## config.mk

```make
export PLATFORM = sky130hd
export DESIGN_NAME = tt_um_projectdemux
export DESIGN_NICKNAME = d
export VERILOG_FILES = /design/src/rtl/tdm_demux_pkg.sv /design/src/rtl/tdm_demux_if.sv /design/src/rtl/tdm_demux_core.sv /design/src/rtl/tt_um_projectdemux.sv
export SDC_FILE = /design/constraint.sdc
export NUM_CORES = 1
export LEC_CHECK = 0
export CAP_MARGIN = 20
export CORE_ASPECT_RATIO = 1.25
export CORE_MARGIN = 2
export CORE_UTILIZATION = 40
export CTS_BUF_LIST = sky130_fd_sc_hd__clkbuf_8
export DETAILED_ROUTE_END_ITERATION = 6
export PLACE_DENSITY = 0.81
export SLEW_MARGIN = 20
export SYNTH_ARGS = -nofsm -noshare
export SYNTH_HDL_FRONTEND = slang
export SYNTH_SLANG_ARGS = --single-unit
export TNS_END_PERCENT = 10
```

## constraint.sdc

```tcl
create_clock -name clk -period 3.5 [get_ports clk]
set_input_delay 0.7 -clock clk [delete_from_list [all_inputs] [get_ports clk]]
set_output_delay 0.7 -clock clk [all_outputs]
set_load 0.03 [all_outputs]
```

## src/rtl/tdm_demux_pkg.sv

```systemverilog
// Shared constants and types for the 4-channel TDM demultiplexer.
//
// Contents:
//   NUM_CH, SLOT_W          channel count and slot counter width
//   ui_in bit indices       DATA, SYNC, STB, MODE, SEL_LO/SEL_HI, CLR
//   uo_out bit indices      CH_LO/CH_HI, SLOT_LO/SLOT_HI, FDONE, SERR
//   mode_e                  MODE_AUTO (time-division slots), MODE_DIRECT (explicit select)
package tdm_demux_pkg;

    localparam int NUM_CH = 4;
    localparam int SLOT_W = 2;

    // ui_in bit positions
    localparam int DATA   = 0;
    localparam int SYNC   = 1;
    localparam int STB    = 2;
    localparam int MODE   = 3;
    localparam int SEL_LO = 4;
    localparam int SEL_HI = 5;
    localparam int CLR    = 6;

    // uo_out bit positions
    localparam int CH_LO   = 0;
    localparam int CH_HI   = 3;
    localparam int SLOT_LO = 4;
    localparam int SLOT_HI = 5;
    localparam int FDONE   = 6;
    localparam int SERR    = 7;

    typedef enum logic {
        MODE_AUTO   = 1'b0,
        MODE_DIRECT = 1'b1
    } mode_e;

endpackage

```

## src/rtl/tdm_demux_if.sv

```systemverilog
// Bundle between the pin-mapping top and the demux core.
//
// Handshake: there is no backpressure. A bit is transferred on every rising
// clock edge where stb=1 (and the core is enabled); the core is always ready.
// All other request fields (data, sync, mode, sel, clr) are sampled on that
// same edge.
//
// Signals:
//   data, sync, stb, mode, sel, clr   request side (master drives)
//   ch, slot, frame_done, sync_err    status side (slave drives)
// Modports:
//   master  drives the request side, observes status
//   slave   the core: observes requests, drives status
interface tdm_demux_if;
    import tdm_demux_pkg::*;

    logic                     data;
    logic                     sync;
    logic                     stb;
    mode_e                    mode;
    logic [SLOT_W-1:0]        sel;
    logic                     clr;

    logic [NUM_CH-1:0]        ch;
    logic [SLOT_W-1:0]        slot;
    logic                     frame_done;
    logic                     sync_err;

    modport master (
        output data, sync, stb, mode, sel, clr,
        input  ch, slot, frame_done, sync_err
    );

    modport slave (
        input  data, sync, stb, mode, sel, clr,
        output ch, slot, frame_done, sync_err
    );

endinterface

```

## src/rtl/tdm_demux_core.sv

```systemverilog
// Demux core: slot counter, shadow register, latched channel outputs and the
// frame_done / sync_err flags.
//
// Ports:
//   clk     rising-edge clock
//   rst_n   asynchronous active-low reset
//   en      enable; when low nothing changes except frame_done dropping to 0
//   bus     tdm_demux_if.slave (request in, status out)
//
// Auto mode collects slots 0..2 in shadow and publishes all four channels at
// once when the slot-3 bit arrives, so the outputs never show a half frame.
module tdm_demux_core
    import tdm_demux_pkg::*;
(
    input  logic         clk,
    input  logic         rst_n,
    input  logic         en,
    tdm_demux_if.slave   bus
);

    logic [NUM_CH-1:0] ch_q,     ch_d;
    logic [2:0]        shadow_q, shadow_d;
    logic [SLOT_W-1:0] slot_q,   slot_d;
    logic              fdone_q,  fdone_d;
    logic              serr_q,   serr_d;

    logic [SLOT_W-1:0] eff_slot;
    logic              err_set;

    always_comb begin
        ch_d     = ch_q;
        shadow_d = shadow_q;
        slot_d   = slot_q;
        fdone_d  = 1'b0;    // single-cycle pulse by construction
        serr_d   = serr_q;
        eff_slot = '0;
        err_set  = 1'b0;

        if (en) begin
            if (bus.mode == MODE_DIRECT) begin
                // Direct mode abandons any partial auto frame.
                slot_d = '0;
                if (bus.stb) begin
                    ch_d[bus.sel] = bus.data;
                end
            end else if (bus.stb) begin
                // sync realigns to slot 0; arriving mid-frame it is an error.
                eff_slot = bus.sync ? '0 : slot_q;
                err_set  = bus.sync && (slot_q != '0);
                case (eff_slot)
                    2'd0: begin shadow_d[0] = bus.data; slot_d = 2'd1; end
                    2'd1: begin shadow_d[1] = bus.data; slot_d = 2'd2; end
                    2'd2: begin shadow_d[2] = bus.data; slot_d = 2'd3; end
                    default: begin
                        ch_d    = {bus.data, shadow_q};
                        slot_d  = '0;
                        fdone_d = 1'b1;
                    end
                endcase
            end

            // A new error on the same edge as a clear keeps the flag set.
            if (err_set) begin
                serr_d = 1'b1;
            end else if (bus.clr) begin
                serr_d = 1'b0;
            end
        end
    end

    always_ff @(posedge clk or negedge rst_n) begin
        if (!rst_n) begin
            ch_q     <= '0;
            shadow_q <= '0;
            slot_q   <= '0;
            fdone_q  <= 1'b0;
            serr_q   <= 1'b0;
        end else begin
            ch_q     <= ch_d;
            shadow_q <= shadow_d;
            slot_q   <= slot_d;
            fdone_q  <= fdone_d;
            serr_q   <= serr_d;
        end
    end

    assign bus.ch         = ch_q;
    assign bus.slot       = slot_q;
    assign bus.frame_done = fdone_q;
    assign bus.sync_err   = serr_q;

endmodule

```

## src/rtl/tt_um_projectdemux.sv

```systemverilog
// Tiny Tapeout tile wrapper for the 4-channel TDM demultiplexer.
//
// Ports:
//   clk, rst_n, ena   standard tile clock, async active-low reset, enable
//   ui_in[0]  data      ui_in[1]  frame sync    ui_in[2] strobe
//   ui_in[3]  mode      ui_in[5:4] direct sel   ui_in[6] sync_err clear
//   uo_out[3:0] ch0..ch3   uo_out[5:4] slot   uo_out[6] frame_done
//   uo_out[7]   sync_err
//   uio_*     unused; uio_out and uio_oe tied low
module tt_um_projectdemux
    import tdm_demux_pkg::*;
(
    input  logic       clk,
    input  logic       rst_n,
    input  logic       ena,
    input  logic [7:0] ui_in,
    output logic [7:0] uo_out,
    input  logic [7:0] uio_in,
    output logic [7:0] uio_out,
    output logic [7:0] uio_oe
);

    tdm_demux_if core_bus ();

    assign core_bus.data = ui_in[DATA];
    assign core_bus.sync = ui_in[SYNC];
    assign core_bus.stb  = ui_in[STB];
    assign core_bus.mode = mode_e'(ui_in[MODE]);
    assign core_bus.sel  = ui_in[SEL_HI:SEL_LO];
    assign core_bus.clr  = ui_in[CLR];

    tdm_demux_core u_core (
        .clk   (clk),
        .rst_n (rst_n),
        .en    (ena),
        .bus   (core_bus.slave)
    );

    assign uo_out[CH_HI:CH_LO]     = core_bus.ch;
    assign uo_out[SLOT_HI:SLOT_LO] = core_bus.slot;
    assign uo_out[FDONE]           = core_bus.frame_done;
    assign uo_out[SERR]            = core_bus.sync_err;

    assign uio_out = 8'h00;
    assign uio_oe  = 8'h00;

    wire unused_pins = &{1'b0, ui_in[7], uio_in};

endmodule
```

==> flow_metrics.tcl <==
set metrics [dict create \
    hold_depth 2 \
    antenna_cells 0 \
    p_switching_mw 0.1232 \
    start_util_pct 41.93 \
    cts_hold_buf 0 \
    final_cells 122 \
    arrival_ns 2.31 \
    swShare_pct 31.77 \
    post_dp_cell_area_um2 902.1 \
    synth-main-ff-cell "dfrtp_1" \
    finalWorstSetupSlack_ns 1.301 \
    grt_pass1_vias 587 \
    p_int_mw 0.2645 \
    cts_tree "yes" \
    period_needed_ns 2.199 \
    grt_pass1_wl_mm 2.463 \
    num_rows 18 \
    gp_congestion 0.7366 \
    power_density_nw_per_um2 409.3 \
    synth_top_cell_by_area "dfrtp_1" \
    drv_cap 0 \
    cts_resized 0 \
    htree_levels 1 \
    die_w_um 44.30 \
    synth_top_area_share_pct 33.90 \
    synth_area_leaders "dfrtp_1 34%, buf_4 18%, ha_1 6.2%" \
    synth_edf_count 0 \
    area_growth_pct 16.64 \
    postRouteAntennaNets 0 \
    reg2regPathDepth 6 \
    holdCritStartpoint "u_core.bus.sync_err$_DFFE_PN0P_" \
    clock.fmax_mhz 454.8 \
    clkTransAtPathRegs_ns 0.05 \
    synthArstFlopShare_pct 100.0 \
    routed_via_density 4.934 \
    finClkSkew_ns 0.003563 \
    critPathKind "primary input to register" \
    reg2reg_setup_slack_ns 1.89 \
    yosys_warnings 0 \
    hold_end "u_core.bus.sync_err$_DFFE_PN0P_" \
    numPlacedInstances 118 \
    power.leakage_nw 0.4507 \
    drtPass1Iterations 4 \
    drive_above_1_share_pct 8.824 \
    pwr-share-comb_pct 29.0 \
    grt_usage_pct 13.65 \
    netlist_instances 87 \
    post-route-drc-count 0 \
    die-area_um2 2409 \
    cts_inserted_buffers 3 \
    tns_ns 0 \
    end_kind "register" \
    synthesis.area_um2 812.0 \
    die_height_um 54.38 \
    core_region_area_um2 1937 \
    port_buffers 17 \
    clock_power_share_pct 31.4 \
    ir_worst_vdd_uv 184.7 \
    holdCritPathClass "register to register" \
    yosysSeqAreaShare_pct 33.90 \
    synth.ff_latch_count 11 \
    cts_setup_buffers 0 \
    worstReg2RegEnd "u_core.bus.ch[3]$_DFFE_PN0P_" \
    startpoint_type "primary input" \
    via_count 602 \
    ys_types 25 \
    final-max-slew-violation-count 0 \
    clk_path_buf_depth 2 \
    fin_total_pwr_mw 0.3877 \
    cts_root_buf "clkbuf_8" \
    wl_per_cell_um 11.50 \
    io_pins 43 \
    final_area_um2 947.2 \
    clock_latency_ns 0.23 \
    path_max_fanout 7 \
    grt_max_degree 13 \
    fin_crit_sh_pct 62.82 \
    cts.sinks 11 \
    grt.overflow.total 0 \
    antenna_found_initial 0 \
    required_ns 3.61 \
    routed_wl_mm 1.403 \
    r2r_start "u_core.bus.slot[0]$_DFFE_PN0P_" \
    finalHoldViolations 0 \
    dpl.hpwl_mm 1.104 \
    setup_viol 0 \
    drt_iter0_markers 5 \
    fin_nets 126 \
    rsz0062_at_grt "no" \
    place_ws_ns 1.057 \
    status "finished, final reports clean" \
    avgSynthCellArea_um2 9.334 \
    seq_power_share_pct 39.6 \
]
## cells in the mapped netlist, types with 2 or more instances
| cell | count |
|---|---|
| mux2i_1 | 3 |
| a21oi_1 | 5 |
| nand4b_1 | 3 |
| dfrtp_1 | 11 |
| nand2b_1 | 3 |
| nand2_1 | 7 |
| a211oi_1 | 3 |
| buf_4 | 20 |
| or2_2 | 3 |
| nor2_1 | 6 |
| nor2b_1 | 2 |
| inv_1 | 3 |
| ha_1 | 4 |
| mux2_1 | 3 |
## layer usage
layer	GRT usage [%]	vias to the layer above	routed length [µm]	part of all wire [%]
li1	-	286	-	-
met1	16.63	286	596	42
met2	23.77	28	708	50
met3	2.310	2	92	6.6
met4	5.556	0	6	0.43
met5	0	-	0	0
## how the worst max path moves through the flow
| stage | startpoint | endpoint | cells after the start |
|---|---|---|---|
| global placement | ui_in[1] | u_core.bus.ch[3]$_DFFE_PN0P_ | 7 |
| detailed placement | ui_in[1] | u_core.bus.ch[3]$_DFFE_PN0P_ | 7 |
| finish | ui_in[1] | u_core.bus.ch[3]$_DFFE_PN0P_ | 7 |
| CTS | ui_in[1] | u_core.bus.ch[3]$_DFFE_PN0P_ | 7 |
| global route | ui_in[1] | u_core.bus.ch[3]$_DFFE_PN0P_ | 7 |
| floorplan | ui_in[1] | u_core.bus.ch[3]$_DFFE_PN0P_ | 6 |
## cell families after synthesis
logic type,Yosys count,share of synthesized area [%]
DFF,11,33.90
other,1,0.4618
and+or+nand+nor,28,19.26
muxes,7,9.245
buffers and inverters,24,21.26
AOI/OAI and AO/OA,12,9.707
adders and majority gates,4,6.164
## placed cells by master, fill, tap and decap left out
cell | netlist | final
o21ai_0 | 1 | 1
o211ai_1 | 1 | 1
nand2_1 | 7 | 7
nor2b_1 | 2 | 2
ha_1 | 4 | 4
a211oi_1 | 3 | 3
mux2i_1 | 3 | 3
and3b_4 | 1 | 1
and2_1 | 1 | 1
inv_1 | 3 | 4
mux2_1 | 3 | 3
a21oi_1 | 5 | 5
nand2b_1 | 3 | 3
nand3_1 | 1 | 1
clkdlybuf4s50_1 | 0 | 17
a21o_2 | 1 | 1
nor2_1 | 6 | 6
nand3b_1 | 1 | 1
clkbuf_8 | 0 | 3
mux2_2 | 1 | 1
dfrtp_1 | 11 | 11
nand4b_1 | 3 | 3
or2_2 | 3 | 3
conb_1 | 1 | 16
a32o_1 | 1 | 1
## sequential cells by signal, indices dropped and copies added, names as in the netlist
signal,count
u_core.bus.ch,4
u_core.bus.frame_done,1
u_core.bus.slot,2
u_core.bus.sync_err,1
u_core.shadow_q,3
## power by group through the flow
| stage | Combinational, mW | Sequential [mW] | Clock (mW) |
|---|---|---|---|
| floorplan | 0.0778 | 0.168 | 0 |
| global placement | 0.111 | 0.154 | 0 |
| detailed placement | 0.113 | 0.156 | 0 |
| CTS | 0.113 | 0.154 | 0.125 |
| global route | 0.123 | 0.155 | 0.132 |
| finish | 0.112 | 0.153 | 0.122 |
## final cells by class
type,instances,area [µm²]
clock buffers,3,41.29
inverters,3,11.26
repair buffers,17,170.2
clock inverters,1,3.754
multi-input cells,67,420.4
well taps,20,25.02
flip-flops and latches,11,275.3
fillers,183,989.7
## through the flow
step                      utilization, %  hold WS, ns
after floorplan                        -       0.4044
after global placement             46.58       0.4656
after detailed placement           46.58       0.4689
after CTS                          48.90       0.4876
after global routing               48.90       0.5188
final                              48.90       0.4832
## worst max-delay path, cell delays in order
cell,delay [ns]
clkdlybuf4s50_1,0.43
nand2b_1,0.19
inv_1,0.11
ha_1,0.29
nand2b_1,0.11
a21oi_1,0.14
mux2_2,0.34
Note: power is estimated with default switching activity, not from simulation.
